$ cat src/rtl/boot_ctrl.sv
// Boot controller: loads a program into instruction memory, pulses core reset,
// runs the core under a watchdog, and parks it in HALT until the next load.
module boot_ctrl #(
    parameter int ADDR_W     = 10,
    parameter int RST_CYCLES = 2,
    parameter int RUN_LIMIT  = 1000
) (
    input  logic              clk,
    input  logic              rst,
    input  logic              start_load,
    input  logic [ADDR_W-1:0] load_len,
    input  logic [31:0]       dataIN,
    input  logic              data_valid,
    output logic              data_ready,
    input  logic              halt_req,
    output logic              imem_we,
    output logic [ADDR_W-1:0] imem_addr,
    output logic [31:0]       imem_wdata,
    output logic              core_rst,
    output logic              core_en,
    output logic              done,
    output logic              timeout,
    output logic [31:0]       run_cycles
);

    localparam int RW = (RST_CYCLES > 1) ? $clog2(RST_CYCLES) : 1;

    typedef enum logic [2:0] {S_IDLE, S_LOAD, S_CRST, S_RUN, S_HALT} state_t;

    state_t            state, state_nx;
    logic [ADDR_W-1:0] len, wcnt;
    logic [RW-1:0]     rcnt;
    logic              go_load, accept, wdog;

    assign go_load    = start_load && (load_len != '0);
    assign accept     = (state == S_LOAD) && data_valid;
    assign wdog       = (run_cycles + 32'd1) == 32'(RUN_LIMIT);
    assign imem_we    = accept;
    assign imem_addr  = wcnt;
    assign imem_wdata = dataIN;

    always_comb begin
        state_nx   = state;
        data_ready = 1'b0;
        core_rst   = 1'b1;
        core_en    = 1'b0;
        done       = 1'b0;
        case (state)
            S_IDLE: if (go_load) state_nx = S_LOAD;
            S_LOAD: begin
                data_ready = 1'b1;
                if (accept && (wcnt == len - 1'b1)) state_nx = S_CRST;
            end
            S_CRST: if (rcnt == RW'(RST_CYCLES - 1)) state_nx = S_RUN;
            S_RUN: begin
                core_rst = 1'b0;
                core_en  = 1'b1;
                if (halt_req || wdog) state_nx = S_HALT;
            end
            S_HALT: begin
                // core reset stays low so its state can be inspected after halting
                core_rst = 1'b0;
                done     = 1'b1;
                if (go_load) state_nx = S_LOAD;
            end
            default: state_nx = S_IDLE;
        endcase
    end

    always_ff @(posedge clk) begin
        if (rst) begin
            state      <= S_IDLE;
            len        <= '0;
            wcnt       <= '0;
            rcnt       <= '0;
            run_cycles <= '0;
            timeout    <= 1'b0;
        end else begin
            state <= state_nx;
            case (state)
                S_IDLE, S_HALT: begin
                    if (go_load) begin
                        len     <= load_len;
                        wcnt    <= '0;
                        timeout <= 1'b0;
                    end
                end
                S_LOAD: begin
                    if (accept) wcnt <= wcnt + 1'b1;
                    if (state_nx == S_CRST) begin
                        rcnt       <= '0;
                        run_cycles <= '0;
                    end
                end
                S_CRST: rcnt <= rcnt + 1'b1;
                S_RUN: begin
                    run_cycles <= run_cycles + 32'd1;
                    // an explicit halt in the watchdog cycle is not a timeout
                    if (state_nx == S_HALT) timeout <= !halt_req;
                end
                default: ;
            endcase
        end
    end

endmodule

$ cat config.mk
export PLATFORM = sky130hd
export DESIGN_NAME = boot_ctrl
export DESIGN_NICKNAME = d
export VERILOG_FILES = /design/src/rtl/boot_ctrl.sv
export SDC_FILE = /design/constraint.sdc
export NUM_CORES = 1
export LEC_CHECK = 0
export CORE_MARGIN = 1.5
export CORE_UTILIZATION = 47
export CTS_CLUSTER_DIAMETER = 120
export DETAILED_ROUTE_END_ITERATION = 7
export PLACE_DENSITY = 0.77
export SETUP_SLACK_MARGIN = 0.3
export SLEW_MARGIN = 20
export SYNTH_ARGS = -nofsm -noshare
export SYNTH_HDL_FRONTEND = slang
export SYNTH_SLANG_ARGS = --single-unit
$ cat constraint.sdc
create_clock -name clk -period 3.1 [get_ports clk]
set_input_delay 0.465 -clock clk [delete_from_list [all_inputs] [get_ports clk]]
set_output_delay 0.465 -clock clk [all_outputs]
set_load 0.02 [all_outputs]
# Yosys cells after proc, flatten, opt, wreduce, memory -nomap -nowiden

Index checks and enable logic that the tools add are counted.

Magnitude comparators: 0
Muxes and demuxes: 19
Shift operators: 0
Reduce and logical (&&, ||, !) cells: 18
Add/subtract/negate cells: 4
Bitwise operators: 0
Multiply operators: 0
Divide/modulo/power cells: 0
Equality and inequality tests: 12

Operator list:

| operator                | count |
|---|---|
| $pmux W32 S2            | 1 |
| $add A32 B1 Y32 const B | 1 |
| $eq A32 B10 Y1 const B  | 1 |
| $mux W32                | 1 |
| $mux W10                | 2 |
| $pmux W10 S2            | 1 |
| $mux W3                 | 4 |
| $pmux W3 S4             | 1 |
| $add A10 B1 Y10 const B | 1 |
| $eq A10 B10 Y1          | 1 |
| $reduce_bool A10 Y1     | 1 |
| $sub A10 B1 Y10 const B | 1 |
| $eq A3 B2 Y1 const B    | 3 |
| $reduce_bool A2 Y1      | 4 |
| $mux W1                 | 7 |
| $eq A3 B3 Y1 const B    | 2 |
| $reduce_and A2 Y1       | 3 |
| $reduce_and A3 Y1       | 2 |
| $ne A2 B1 Y1 const B    | 2 |
| $ne A2 B2 Y1 const B    | 2 |
| $pmux W1 S2             | 2 |
| $reduce_or A2 Y1        | 2 |
| $eq A3 B1 Y1 const B    | 1 |
| $logic_and A1 B1 Y1     | 3 |
| other kinds (4)         | 4 |

Word-level logic and storage cells: 59
Output and inout port bits: 80
Memories: 0
Flip-flop bits (word level): 57
Input bits: 47
Bits in latches: 0
ROM bits: 0
RAM bits: 0

# Longest topological paths before layout

Depth after elaboration: 8
Mapped depth: 10

# Worst setup path after synthesis

No wires, ideal clock.

Path kind: register -> register
Start: reg run_cycles[0]
End: reg state[0]
Required time: 2966 ps
Cell stages (with the launch flop): 9
Library setup time: 134 ps
Buffers on the path: 0
Arrival: 2347 ps
Path slack: 620 ps
Cell sequence: dfxtp_1 ha_1 nand3_1 or3_1 a221oi_1 o2111ai_1 a2111oi_2 and4_4 o22ai_1

Word-level cells in the longest chain between the ends: 5

RTL lines:

| item                   | line | text |
|---|---|---|
| from (decl)            | 23   | `output logic [31:0] run_cycles` |
| from (signal assigned) | 97   | `run_cycles <= run_cycles + 32'd1;` |
| $add A32 B1 Y32        | 37   | `assign wdog = (run_cycles + 32'd1) == 32'(RUN_LIMIT);` |
| $eq A32 B10 Y1         | 37   |  |
| $logic_or A1 B1 Y1     | 58   | `if (halt_req \|\| wdog) state_nx = S_HALT;` |
| $mux W3                | 58   |  |
| $pmux W3 S4            | 48   | `case (state)` |
| to (signal assigned)   | 79   | `state <= state_nx;` |
| to (decl)              | 30   | `state_t state, state_nx;` |

No other way between the ends.
A chain may end at the register's enable or synchronous reset.

# Worst setup path after layout

Start: reg run_cycles[2]
End: reg state[0]

The elaborated chain is that of the path after synthesis.

==> results_dict.tcl <==
set metrics [dict create \
    outcome "completed" \
    yosysMostFrequentCell "dfxtp_1" \
    cts_tree "built" \
    portBuffers 62 \
    grt_start_max_net_pins 40 \
    synthCells 495 \
    hold_viol_final 0 \
    criticalPathCategory "reg -> reg" \
    clk_pin_slew_ns 0.07 \
    rsz0062_at_grt "false" \
    grt_pass1_vias 3257 \
    syn_area_per_cell_um2 7.92 \
    floorplan.initialDensity 0.482 \
    drt-initial-drc-count 185 \
    setup-tns-final_ns 0 \
    antenna_cells 0 \
    switching_share 0.243 \
    crit_path_start_kind "register" \
    wl_per_cell_um 16.1 \
    finalWorstSetupSlack_ns 0.507 \
    relSlewSlack 0.542 \
    hpwl_um 6890 \
    intPower_w 0.00121 \
    grt.overflow.total 0 \
    viasPerCell 5.93 \
    ys_seq_area_frac 0.291 \
    die_area_um2 8890 \
    drv_slew 0 \
    synthesis.area_um2 3920 \
    worstSetupEndpointType "register" \
    clock_latency_ns 0.35 \
    combinationalPowerShare 0.084 \
    ant_nets 0 \
    drive_gt1_frac 0.0975 \
    core_um2 8130 \
    fmax_mhz 386 \
    hp-class "reg -> reg" \
    clock_skew_ns 0.00616 \
    power.share.clock 0.443 \
    yosysUniqueCellTypes 65 \
    boundaryPins 127 \
    area_delta_synth_final_pct 15.5 \
    min_path_cells 2 \
    crit_required_ns 3.33 \
    synth_top_area_share 0.291 \
    cts.htree.levels 3 \
    worst-slew-pin-transition_ns 0.680 \
    ctsLongestPathBuffers 2 \
    antenna_found_initial 0 \
    grt_pass1_wl_um 15900 \
    worst_ep_arrival_time_ns 2.82 \
    p_seq_frac 0.473 \
    finalCritPeriodShare 0.836 \
    netlist_top_cells_count "dfxtp_1 (57), nor2_1 (47), nand2_1 (43)" \
    num_vias 3664 \
    gp_congestion 0.871 \
    die_h_um 94.3 \
    yosysTopAreaCell "dfxtp_1" \
    p_leak_nw 1.50 \
    reg2reg_depth 7 \
    synth-edff-count 0 \
    ys_ff_latch 57 \
    crit_path_max_fanout 9 \
    ys.flop_type "dfxtp_1" \
    synthTopCellsByArea "dfxtp_1 (29%), buf_4 (6.1%), a21oi_1 (5.0%)" \
    min_period_ns 2.59 \
    fin_nets 559 \
    drv_cap 0 \
    ys_async_sr_fraction 0 \
    syn_nets 545 \
    clock_sinks 57 \
    power_density_nw_per_um2 354 \
    p_sw_w 0.000390 \
    rows 33 \
    pre_cts_ws_ns 0.424 \
    setup_viol 0 \
    grtUsageTotal 0.228 \
    remaining_drc_errors 0 \
    tritoncts.num_buffers 9 \
    ys_warn_count 0 \
    ir_drop_mv 0.234 \
    die_w_um 94.3 \
    root_buffer "clkbuf_8" \
    dr.pass1.iters 5 \
    routed_wl_um 9960 \
]
path summary, 6_finish.rpt:
kind | from | to | slack, ns
max | run_cycles[2] | state[0] | 0.51
min | len[9] | len[9] | 0.48
max reg2reg | run_cycles[2] | state[0] | 0.51
min reg2reg | len[9] | len[9] | 0.48
repair_timing:
action	in CTS	in global routing
gates resized for setup	0	4
endpoints found under the hold margin	0	0
hold buffers	0	0
setup endpoints to repair	0	33
setup buffers	0	1
critical path, stage by stage, from the launching register on:
cell       delay [ns]
dfxtp_1          0.49
and4_1           0.47
and3_1           0.42
and4_1           0.24
o2111ai_1        0.15
a2111oi_2        0.31
and4_4           0.30
o22ai_1          0.09
cell usage in the layout (no fill, tap or decap), drive strengths merged, types with 3 or more instances in the layout:
cell type / Yosys / final
nand2b: 3 / 3
or3: 9 / 9
clkdlybuf4s50: 0 / 61
mux2i: 6 / 6
and4: 6 / 6
nor4: 6 / 6
nor3: 16 / 16
and3: 9 / 9
nand4: 13 / 13
ha: 3 / 3
clkbuf: 19 / 12
nand2: 44 / 44
o21a: 3 / 3
nand3: 33 / 33
o31ai: 4 / 4
nor2: 48 / 48
inv: 12 / 12
a211oi: 7 / 7
a31oi: 7 / 7
a21oi: 39 / 39
and2: 5 / 5
buf: 49 / 10
dfxtp: 57 / 57
o21ai: 18 / 18
a311oi: 19 / 19
o211ai: 3 / 3
xnor2: 18 / 18
xor2: 12 / 12
routing by layer:
metal / GRT usage / vias to the layer above / share of wire
met2: 0.348 / 119 / 0.44
met1: 0.306 / 1724 / 0.47
met3: 0.0607 / 21 / 0.062
li1: - / 1800 / -
met4: 0.0871 / 0 / 0.021
met5: 0 / - / 0
state kept, by name, summed over array words and instances (netlist names):
name / count
imem_addr: 10
len: 10
rcnt: 1
run_cycles: 32
state: 3
timeout: 1
through the flow:
step / std cells / cell area (um^2) / util / hold slack (ns) / total power [W]
after floorplan: 495 / 3920 / - / 0.448 / 0.000923
after global placement: 602 / 4300 / 0.529 / 0.466 / 0.000904
after detailed placement: 602 / 4300 / 0.529 / 0.475 / 0.000907
after CTS: 617 / 4500 / 0.553 / 0.484 / 0.00162
after global routing: 618 / 4530 / 0.556 / 0.512 / 0.00167
final: 618 / 4530 / 0.556 / 0.478 / 0.00160
kinds of logic (layout without fill, tap and decap cells):
group,count (synthesis),after routing,share of synthesized area
compound gates,117,117,0.206
xor+xnor,30,30,0.0670
fa+ha+maj,3,3,0.00958
buf+inv,80,98,0.120
flops,57,57,0.291
mux,7,7,0.0182
simple gates,201,201,0.288
power groups by stage:
stage               sequential [W]  clock, W  combinational [W]
floorplan                 0.000768         0           0.000155
global route              0.000759  0.000766           0.000147
detailed placement        0.000774         0           0.000134
finish                    0.000758  0.000710           0.000135
global placement          0.000773         0           0.000131
CTS                       0.000757  0.000727           0.000135
layout make-up:
type | count | area, um^2
Clock inverter | 3 | 40.0
Inverter | 12 | 45.0
Sequential cell | 57 | 1140
Clock buffer | 12 | 155
Timing Repair Buffer | 71 | 683
Multi-Input combinational cell | 358 | 2330
Fill cell | 753 | 3610
Tap cell | 105 | 131
Power figures use the tool's default switching activity.
